File: config.mk
export PLATFORM = sky130hd
export DESIGN_NAME = uart_rx
export DESIGN_NICKNAME = d
export VERILOG_FILES = /design/src/rtl/uart_rx.sv
export SDC_FILE = /design/constraint.sdc
export NUM_CORES = 1
export LEC_CHECK = 0
export ABC_AREA = 1
export CAP_MARGIN = 20
export CORE_UTILIZATION = 60
export CTS_BUF_LIST = sky130_fd_sc_hd__clkbuf_16
export DETAILED_ROUTE_END_ITERATION = 7
export GPL_ROUTABILITY_DRIVEN = 0
export PLACE_DENSITY_LB_ADDON = 0.2
export SETUP_SLACK_MARGIN = 0.2
export SYNTH_ARGS = -nofsm -noshare
export SYNTH_HDL_FRONTEND = slang
export SYNTH_SLANG_ARGS = --single-unit
File: constraint.sdc
create_clock -name clk -period 2.3 [get_ports clk]
set_input_delay 0.575 -clock clk [delete_from_list [all_inputs] [get_ports clk]]
set_output_delay 0.575 -clock clk [all_outputs]
set_load 0.02 [all_outputs]
File: src/rtl/uart_rx.sv
// 8N1 oversampling UART receiver: two-flop synchroniser, 3-sample majority vote,
// mid-bit sampling, one-cycle valid / frame_err strobes and break absorption.
module uart_rx #(
   parameter int OVERSAMPLE = 16
) (
   input  logic       clk,
   input  logic       rst,
   input  logic       RX,
   output logic [7:0] data,
   output logic       valid,
   output logic       frame_err,
   output logic       busy
);

   localparam int TICK_W = $clog2(OVERSAMPLE);
   localparam logic [TICK_W-1:0] TICK_HALF = TICK_W'(OVERSAMPLE / 2 - 1);
   localparam logic [TICK_W-1:0] TICK_LAST = TICK_W'(OVERSAMPLE - 1);

   typedef enum logic [2:0] {
      S_IDLE  = 3'd0,
      S_START = 3'd1,
      S_DATA  = 3'd2,
      S_STOP  = 3'd3,
      S_BREAK = 3'd4
   } state_t;

   state_t state_reg, state_next;

   logic              rx_meta_reg;
   logic              rx_s_reg;
   logic [2:0]        hist_reg;
   logic              vote;

   logic [TICK_W-1:0] tick_reg, tick_next;
   logic [2:0]        bit_reg, bit_next;
   logic [7:0]        shift_reg, shift_next;
   logic [7:0]        data_reg, data_next;
   logic              valid_reg, valid_next;
   logic              frame_err_reg, frame_err_next;

   // Idle-high reset values keep a reset release from looking like a start bit.
   always_ff @(posedge clk or posedge rst) begin
      if (rst) begin
         rx_meta_reg <= 1'b1;
         rx_s_reg    <= 1'b1;
         hist_reg    <= 3'b111;
      end else begin
         rx_meta_reg <= RX;
         rx_s_reg    <= rx_meta_reg;
         hist_reg    <= {hist_reg[1:0], rx_s_reg};
      end
   end

   assign vote = (hist_reg[0] & hist_reg[1]) |
                 (hist_reg[1] & hist_reg[2]) |
                 (hist_reg[0] & hist_reg[2]);

   always_ff @(posedge clk or posedge rst) begin
      if (rst) begin
         state_reg <= S_IDLE;
      end else begin
         state_reg <= state_next;
      end
   end

   always_comb begin
      state_next = state_reg;
      case (state_reg)
         S_IDLE: begin
            if (!rx_s_reg) begin
               state_next = S_START;
            end
         end
         S_START: begin
            if (tick_reg == TICK_HALF) begin
               state_next = vote ? S_IDLE : S_DATA;
            end
         end
         S_DATA: begin
            if (tick_reg == TICK_LAST && bit_reg == 3'd7) begin
               state_next = S_STOP;
            end
         end
         S_STOP: begin
            if (tick_reg == TICK_LAST) begin
               state_next = vote ? S_IDLE : S_BREAK;
            end
         end
         S_BREAK: begin
            if (rx_s_reg) begin
               state_next = S_IDLE;
            end
         end
         default: begin
            state_next = S_IDLE;
         end
      endcase
   end

   always_comb begin
      tick_next      = tick_reg;
      bit_next       = bit_reg;
      shift_next     = shift_reg;
      data_next      = data_reg;
      valid_next     = 1'b0;
      frame_err_next = 1'b0;
      case (state_reg)
         S_IDLE: begin
            tick_next = '0;
            bit_next  = '0;
         end
         S_START: begin
            if (tick_reg == TICK_HALF) begin
               tick_next = '0;
               bit_next  = '0;
            end else begin
               tick_next = tick_reg + TICK_W'(1);
            end
         end
         S_DATA: begin
            // LSB arrives first, so each new bit enters at the top and walks down.
            if (tick_reg == TICK_LAST) begin
               shift_next = {vote, shift_reg[7:1]};
               tick_next  = '0;
               bit_next   = bit_reg + 3'd1;
            end else begin
               tick_next = tick_reg + TICK_W'(1);
            end
         end
         S_STOP: begin
            if (tick_reg == TICK_LAST) begin
               tick_next = '0;
               if (vote) begin
                  data_next  = shift_reg;
                  valid_next = 1'b1;
               end else begin
                  frame_err_next = 1'b1;
               end
            end else begin
               tick_next = tick_reg + TICK_W'(1);
            end
         end
         default: begin
            tick_next = '0;
            bit_next  = '0;
         end
      endcase
   end

   always_ff @(posedge clk or posedge rst) begin
      if (rst) begin
         tick_reg      <= '0;
         bit_reg       <= '0;
         shift_reg     <= '0;
         data_reg      <= '0;
         valid_reg     <= 1'b0;
         frame_err_reg <= 1'b0;
      end else begin
         tick_reg      <= tick_next;
         bit_reg       <= bit_next;
         shift_reg     <= shift_next;
         data_reg      <= data_next;
         valid_reg     <= valid_next;
         frame_err_reg <= frame_err_next;
      end
   end

   assign busy      = (state_reg != S_IDLE);
   assign data      = data_reg;
   assign valid     = valid_reg;
   assign frame_err = frame_err_reg;

endmodule

==> flow_metrics.env, run 1 <==
export IMPL_status="finished clean"
export IMPL_final_setup_viol_count=0
export IMPL_rsz0062_at_grt="false"
export IMPL_drive_gt1_share_pct=20.22
export IMPL_post_route_period_util_pct=78.53
export IMPL_clkLatencyLatePin_ns=0.27
export IMPL_fin_skew_ns=0.002652
export IMPL_yosys_area_top_type="dfrtp_1"
export IMPL_synth_top_family_by_area="simple AND/OR/NAND/NOR gates"
export IMPL_synthTopCellsByCount="nand2_1, dfrtp_1, inv_1, nor2_1, o21ai_2"
export IMPL_drc_errors=0
export IMPL_antenna_cells_inserted=0
export IMPL_crit_path_top_delay_cell="clkdlybuf4s50_1"
export IMPL_syn_area_mm2=0.001505
export IMPL_synthSimpleGateAreaFrac_pct=24.85
export IMPL_yosysMostFrequentCell="nand2_1"
export IMPL_cts_max_level=2
export IMPL_clock_root_buffer="clkbuf_16"
export IMPL_final_hold_viol_count=0
export IMPL_initialDrtViolationCount=28
export IMPL_crit_family="buffers and inverters"
export IMPL_cp_max_fo=2
export IMPL_area_growth_pct=19.12
export IMPL_vias=1085
export IMPL_drtAntennaViolNets=0
export IMPL_synth_top_area_share_pct=46.55
export IMPL_yosys_top_cells_area="dfrtp_1, nand2_1, dfstp_2, o21ai_2, inv_1"
export IMPL_multi_input_area_um2=553.0
export IMPL_synth_edff_count=0
export IMPL_numCtsBuffers=5
export IMPL_routed_wirelength_mm=2.730
export IMPL_cts_path_max_buffers=2
export IMPL_fin_tns_setup_ns=0
export IMPL_hp_class="reg -> reg"
export IMPL_overflow=0
export IMPL_stdcell_area_mm2=0.001793
export IMPL_grt_max_degree=34
export IMPL_postSynthCellCount=159
export IMPL_regArea_um2=833.3
export IMPL_dieWidth_um=52.09
export IMPL_slowest_delay_ns=0.61
export IMPL_holdWs_ns=0.3554
export IMPL_finalPower_mw=1.721
export IMPL_synth_ff_latch_count=33
export IMPL_crit_path_start_kind="flip-flop"
export IMPL_die_y_um=52.09
export IMPL_syn_avg_cell_area_um2=9.467
export IMPL_core_mm2=0.002297
export IMPL_path_buf_inv=1
export IMPL_grt_usage_pct=24.34
export IMPL_synth_adder_area_share_pct=2.494
export IMPL_worstMarginPinSlew_ns=0.3978
export IMPL_start_util_pct=65.52
export IMPL_mappedNetlistNets=165
export IMPL_layout_min_cycle_time_ns=1.806
export IMPL_placed_cell_area_mm2=0.001647
export IMPL_antenna_found_initial=0
export IMPL_clkTransAtPathRegs_ns=0.05
export IMPL_yosysSeqAreaShare_pct=55.28
export IMPL_synth_compound_area_share_pct=8.479
export IMPL_wl_per_cell_um=13.25
export IMPL_rows=17
export IMPL_grt_pass1_vias=1037
export IMPL_via_per_inst=5.267
export IMPL_utilization_pct=78.05
export IMPL_cts_sinks=33
export IMPL_ios=14
export IMPL_synth_mux_area_share_pct=0
export IMPL_numPortBuffers=13
export IMPL_timing_critical_path_to_type="primary output"
export IMPL_grt_pass1_wl_mm=4.491
export IMPL_ys_async_sr_fraction_pct=100.0
export IMPL_final_nets=183
export IMPL_dieArea_mm2=0.002713
export IMPL_fillers=154
export IMPL_pwr_density_cell_mw_per_mm2=960.1
export IMPL_cp_cell_sequence="clkdlybuf4s50_1"
export IMPL_arrival_ns=1.23
export IMPL_hpwl_mm=1.880
export IMPL_worstPathRequired_ns=1.73
export IMPL_yosysUniqueCellTypes=24
export IMPL_relSlewSlack_pct=73.48
export IMPL_p_leak_nw=0.8971
export IMPL_drv_cap=0
export IMPL_tritoncts="built"
export IMPL_ir_drop_mv=0.7469
export IMPL_synth_main_ff_cell="dfrtp_1"
export IMPL_cts_setup_buffers=0
export IMPL_synth_xor_area_share_pct=0.5819
export IMPL_first_pass_iters=4
export IMPL_yosysWarnings=0
export IMPL_criticalPathCategory="reg -> out"
export IMPL_final_max_slew_viol_count=0
export IMPL_clock_fmax_ghz=0.5537
[logic make-up after synthesis]
group                      count (synthesis)
and+or+nand+nor                           76
AOI/OAI and AO/OA                         18
xor gates and xnor gates                   1
adders and majority gates                  3
DFF                                       33
buffers and inverters                     28
[through the flow]
| stage | setup WS (ns) | cells |
|---|---|---|
| after floorplan | 0.9528 | 159 |
| after global placement | 0.5162 | 198 |
| after detailed placement | 0.4551 | 198 |
| after CTS | 0.2193 | 206 |
| after global routing | 0.4539 | 206 |
| final | 0.4939 | 206 |
[layer usage]
layer | part of all wire, % | global-route usage, % | vias up
met3 | 3.7 | 7.310 | 7
li1 | - | - | 527
met5 | 0 | 0 | -
met4 | 2.8 | 12.16 | 0
met1 | 41 | 27.56 | 531
met2 | 53 | 41.24 | 20
[cell usage in the layout, fill, tap and decap left out, types with 2 or more instances in the layout]
cell type	netlist	final
clkbuf_16	0	5
clkdlybuf4s50_1	0	12
clkinv_1	0	2
dfrtp_1	28	27
dfstp_2	5	5
ha_1	3	3
inv_1	23	23
inv_2	2	2
nand2_1	38	38
nand2_2	4	4
nand3_1	9	9
nand4_1	3	3
nor2_1	14	14
nor2_4	1	2
o21ai_1	7	7
o21ai_2	10	10
[where the power goes]
part	total, mW	internal, mW	leakage [nW]	switching [mW]
Combinational	0.400	0.134	0.393	0.266
Sequential	0.720	0.647	0.435	0.0726
Clock	0.602	0.389	0.0687	0.212
Total	1.72	1.17	0.897	0.551
[final cells by class]
type / instances / area share, %
sequential: 33 / 46.48
timing repair buffer: 14 / 7.816
inverter: 25 / 5.234
tap: 28 / 1.954
clock inverter: 3 / 0.6978
multi-input combinational: 98 / 30.84
clock buffer: 5 / 6.978
[path summary, 6_finish.rpt]
check	from	end	slack [ns]	cells past startpoint
worst max-delay path	data[3]$_DFFE_PP0P_	data[3]	0.49	1
max in group asynchronous	rst	hist_reg[2]$_DFF_PP1_	1.29	3
worst min register to register	rx_meta_reg$_DFF_PP1_	rx_s_reg$_DFF_PP1_	0.36	0
worst max register to register	tick_reg[0]$_DFF_PP0_	state_reg[1]$_DFFE_PP0P_	0.81	8
worst min-delay path	rx_meta_reg$_DFF_PP1_	rx_s_reg$_DFF_PP1_	0.36	0
min in group asynchronous	rst	data[0]$_DFFE_PP0P_	0.68	3
[repair_timing]
action,CTS,global route
gates resized for setup,2,1
hold buffers,0,0
endpoints found under the setup margin,1,1
(Power assumes the default switching activity.)
==> run 2: changes to the inputs <==
Settings changed: CORE_UTILIZATION 60 to 50.
Clock period 2.3 ns to 1.6 ns, I/O delays scaled along.
==> flow_metrics.env, run 2 (same netlist as run 1, synthesis figures left out) <==
export IMPL_status="finished clean"
export IMPL_reg2regPathDepth=5
export IMPL_final_nets=194
export IMPL_holdPathEnd="rx_s_reg$_DFF_PP1_"
export IMPL_numPortBuffers=13
export IMPL_final_setup_viol_count=0
export IMPL_hp_class="reg -> reg"
export IMPL_place_ws_ns=0.1106
export IMPL_relSlewSlack_pct=83.57
export IMPL_initialDrtViolationCount=27
export IMPL_regArea_um2=832.0
export IMPL_cts_max_level=2
export IMPL_fin_cells=220
export IMPL_hpwl_mm=1.767
export IMPL_utilization_pct=69.05
export IMPL_multi_input_area_um2=620.6
export IMPL_final_common_cell="nand2_1"
export IMPL_tritoncts="built"
export IMPL_ios=14
export IMPL_vias=1108
export IMPL_rows=19
export IMPL_area_growth_pct=28.68
export IMPL_grt_usage_pct=18.59
export IMPL_criticalPathCategory="reg -> out"
export IMPL_numCtsBuffers=5
export IMPL_dieWidth_um=56.87
export IMPL_die_y_um=56.87
export IMPL_cp_max_fo=2
export IMPL_p_leak_nw=1.006
export IMPL_cts_sinks=33
export IMPL_crit_path_start_kind="flip-flop"
export IMPL_dieArea_mm2=0.003234
export IMPL_clkLatencyLatePin_ns=0.27
export IMPL_worstMarginPinSlew_ns=0.2465
export IMPL_first_pass_iters=4
export IMPL_dp_cells=205
export IMPL_timing_rr_end="data[7]$_DFFE_PP0P_"
export IMPL_drv_cap=0
export IMPL_clock_fmax_ghz=0.7228
export IMPL_final_cell_mix="nand2_1, dfrtp_1, inv_1"
export IMPL_drc_errors=0
export IMPL_wl_per_cell_um=12.68
export IMPL_pwr_density_cell_mw_per_mm2=1391
export IMPL_slowest_delay_ns=0.38
export IMPL_placed_cell_area_mm2=0.001693
export IMPL_fin_skew_ns=0.004969
export IMPL_reg2reg_from="tick_reg[0]$_DFF_PP0_"
export IMPL_layout_min_cycle_time_ns=1.383
export IMPL_core_mm2=0.002805
export IMPL_antenna_cells_inserted=0
export IMPL_fin_tns_setup_ns=0
export IMPL_worstPathRequired_ns=1.20
export IMPL_holdWs_ns=0.3505
export IMPL_antenna_found_initial=0
export IMPL_final_hold_viol_count=0
export IMPL_via_per_inst=5.036
export IMPL_post_route_period_util_pct=86.47
export IMPL_finalPower_mw=2.694
export IMPL_grt_max_degree=34
export IMPL_r2r_setup_slack_ns=0.28
export IMPL_overflow=0
export IMPL_cts_path_max_buffers=2
export IMPL_arrival_ns=0.98
export IMPL_clock_root_buffer="clkbuf_16"
export IMPL_stdcell_area_mm2=0.001937
export IMPL_min_from="rx_meta_reg$_DFF_PP1_"
export IMPL_grt_pass1_vias=1086
export IMPL_ir_drop_mv=0.8569
export IMPL_cp_cell_sequence="nor2_2 > nand2_1 > buf_6"
export IMPL_fillers=224
export IMPL_timing_critical_path_to_type="primary output"
export IMPL_crit_path_top_delay_cell="dfrtp_1"
export IMPL_rsz0062_at_grt="true"
export IMPL_routed_wirelength_mm=2.789
export IMPL_clkTransAtPathRegs_ns=0.05
export IMPL_drive_gt1_share_pct=28.57
export IMPL_cts_hold_buf=0
export IMPL_start_util_pct=53.66
export IMPL_drtAntennaViolNets=0
export IMPL_fin_ws_ns=0.2165
export IMPL_whs_path_depth=0
export IMPL_final_max_slew_viol_count=0
export IMPL_grt_pass1_wl_mm=4.519
## run 2: changes by cell type in the layout (fill, tap and decap cells not counted), moves of 3 or more
cell / before / now
clkdlybuf4s50_1: 12 / 2
nor2_1: 14 / 11
dlygate4sd2_1: 0 / 9
buf_4: 1 / 10
## run 2: timing repair
item                       in CTS  in global routing
setup buffers                   0                  6
pin swaps                       0                  6
gates resized for setup        13                 18
setup endpoints to repair      12                 14
cloned                          0                  1
## run 2: how the worst max path moves through the flow
stage                               end  slack [ns]                startpoint
floorplan           data[0]$_DFFE_PP0P_        0.29     tick_reg[0]$_DFF_PP0_
finish                             busy        0.22  state_reg[2]$_DFFE_PP0P_
detailed placement                 busy        0.11  state_reg[0]$_DFFE_PP0P_
CTS                                busy        0.03  state_reg[0]$_DFFE_PP0P_
global route                       busy        0.17  state_reg[2]$_DFFE_PP0P_
global placement                   busy        0.14  state_reg[0]$_DFFE_PP0P_
## run 2: where the power goes
part / total, mW / leakage (nW) / internal, mW / switching (mW)
combinational: 0.812 / 0.492 / 0.332 / 0.479
sequential: 1.01 / 0.437 / 0.928 / 0.0858
clock: 0.868 / 0.0776 / 0.557 / 0.311
## run 2: cell type report
| cell class | instances | share of cell area, % |
|---|---|---|
| Tap cell | 31 | 2.003 |
| Multi-Input combinational cell | 99 | 32.04 |
| Timing Repair Buffer | 24 | 11.11 |
| Clock buffer | 5 | 6.460 |
| Inverter | 25 | 4.845 |
| Sequential cell | 33 | 42.96 |
| Clock inverter | 3 | 0.5814 |
## run 2: metal layers
layer / global-route usage (%) / vias up / share of wire (%)
li1: - / 552 / -
met1: 21.43 / 530 / 43
met2: 32.31 / 17 / 51
met3: 4.147 / 9 / 2.9
met4: 9.408 / 0 / 2.4
met5: 0 / - / 0
## run 2: critical path, delay by kind of cell, from the launching register on
kind | cells | cell delay, ns
flops | 1 | 0.38
simple gates | 2 | 0.20
buf+inv | 1 | 0.13
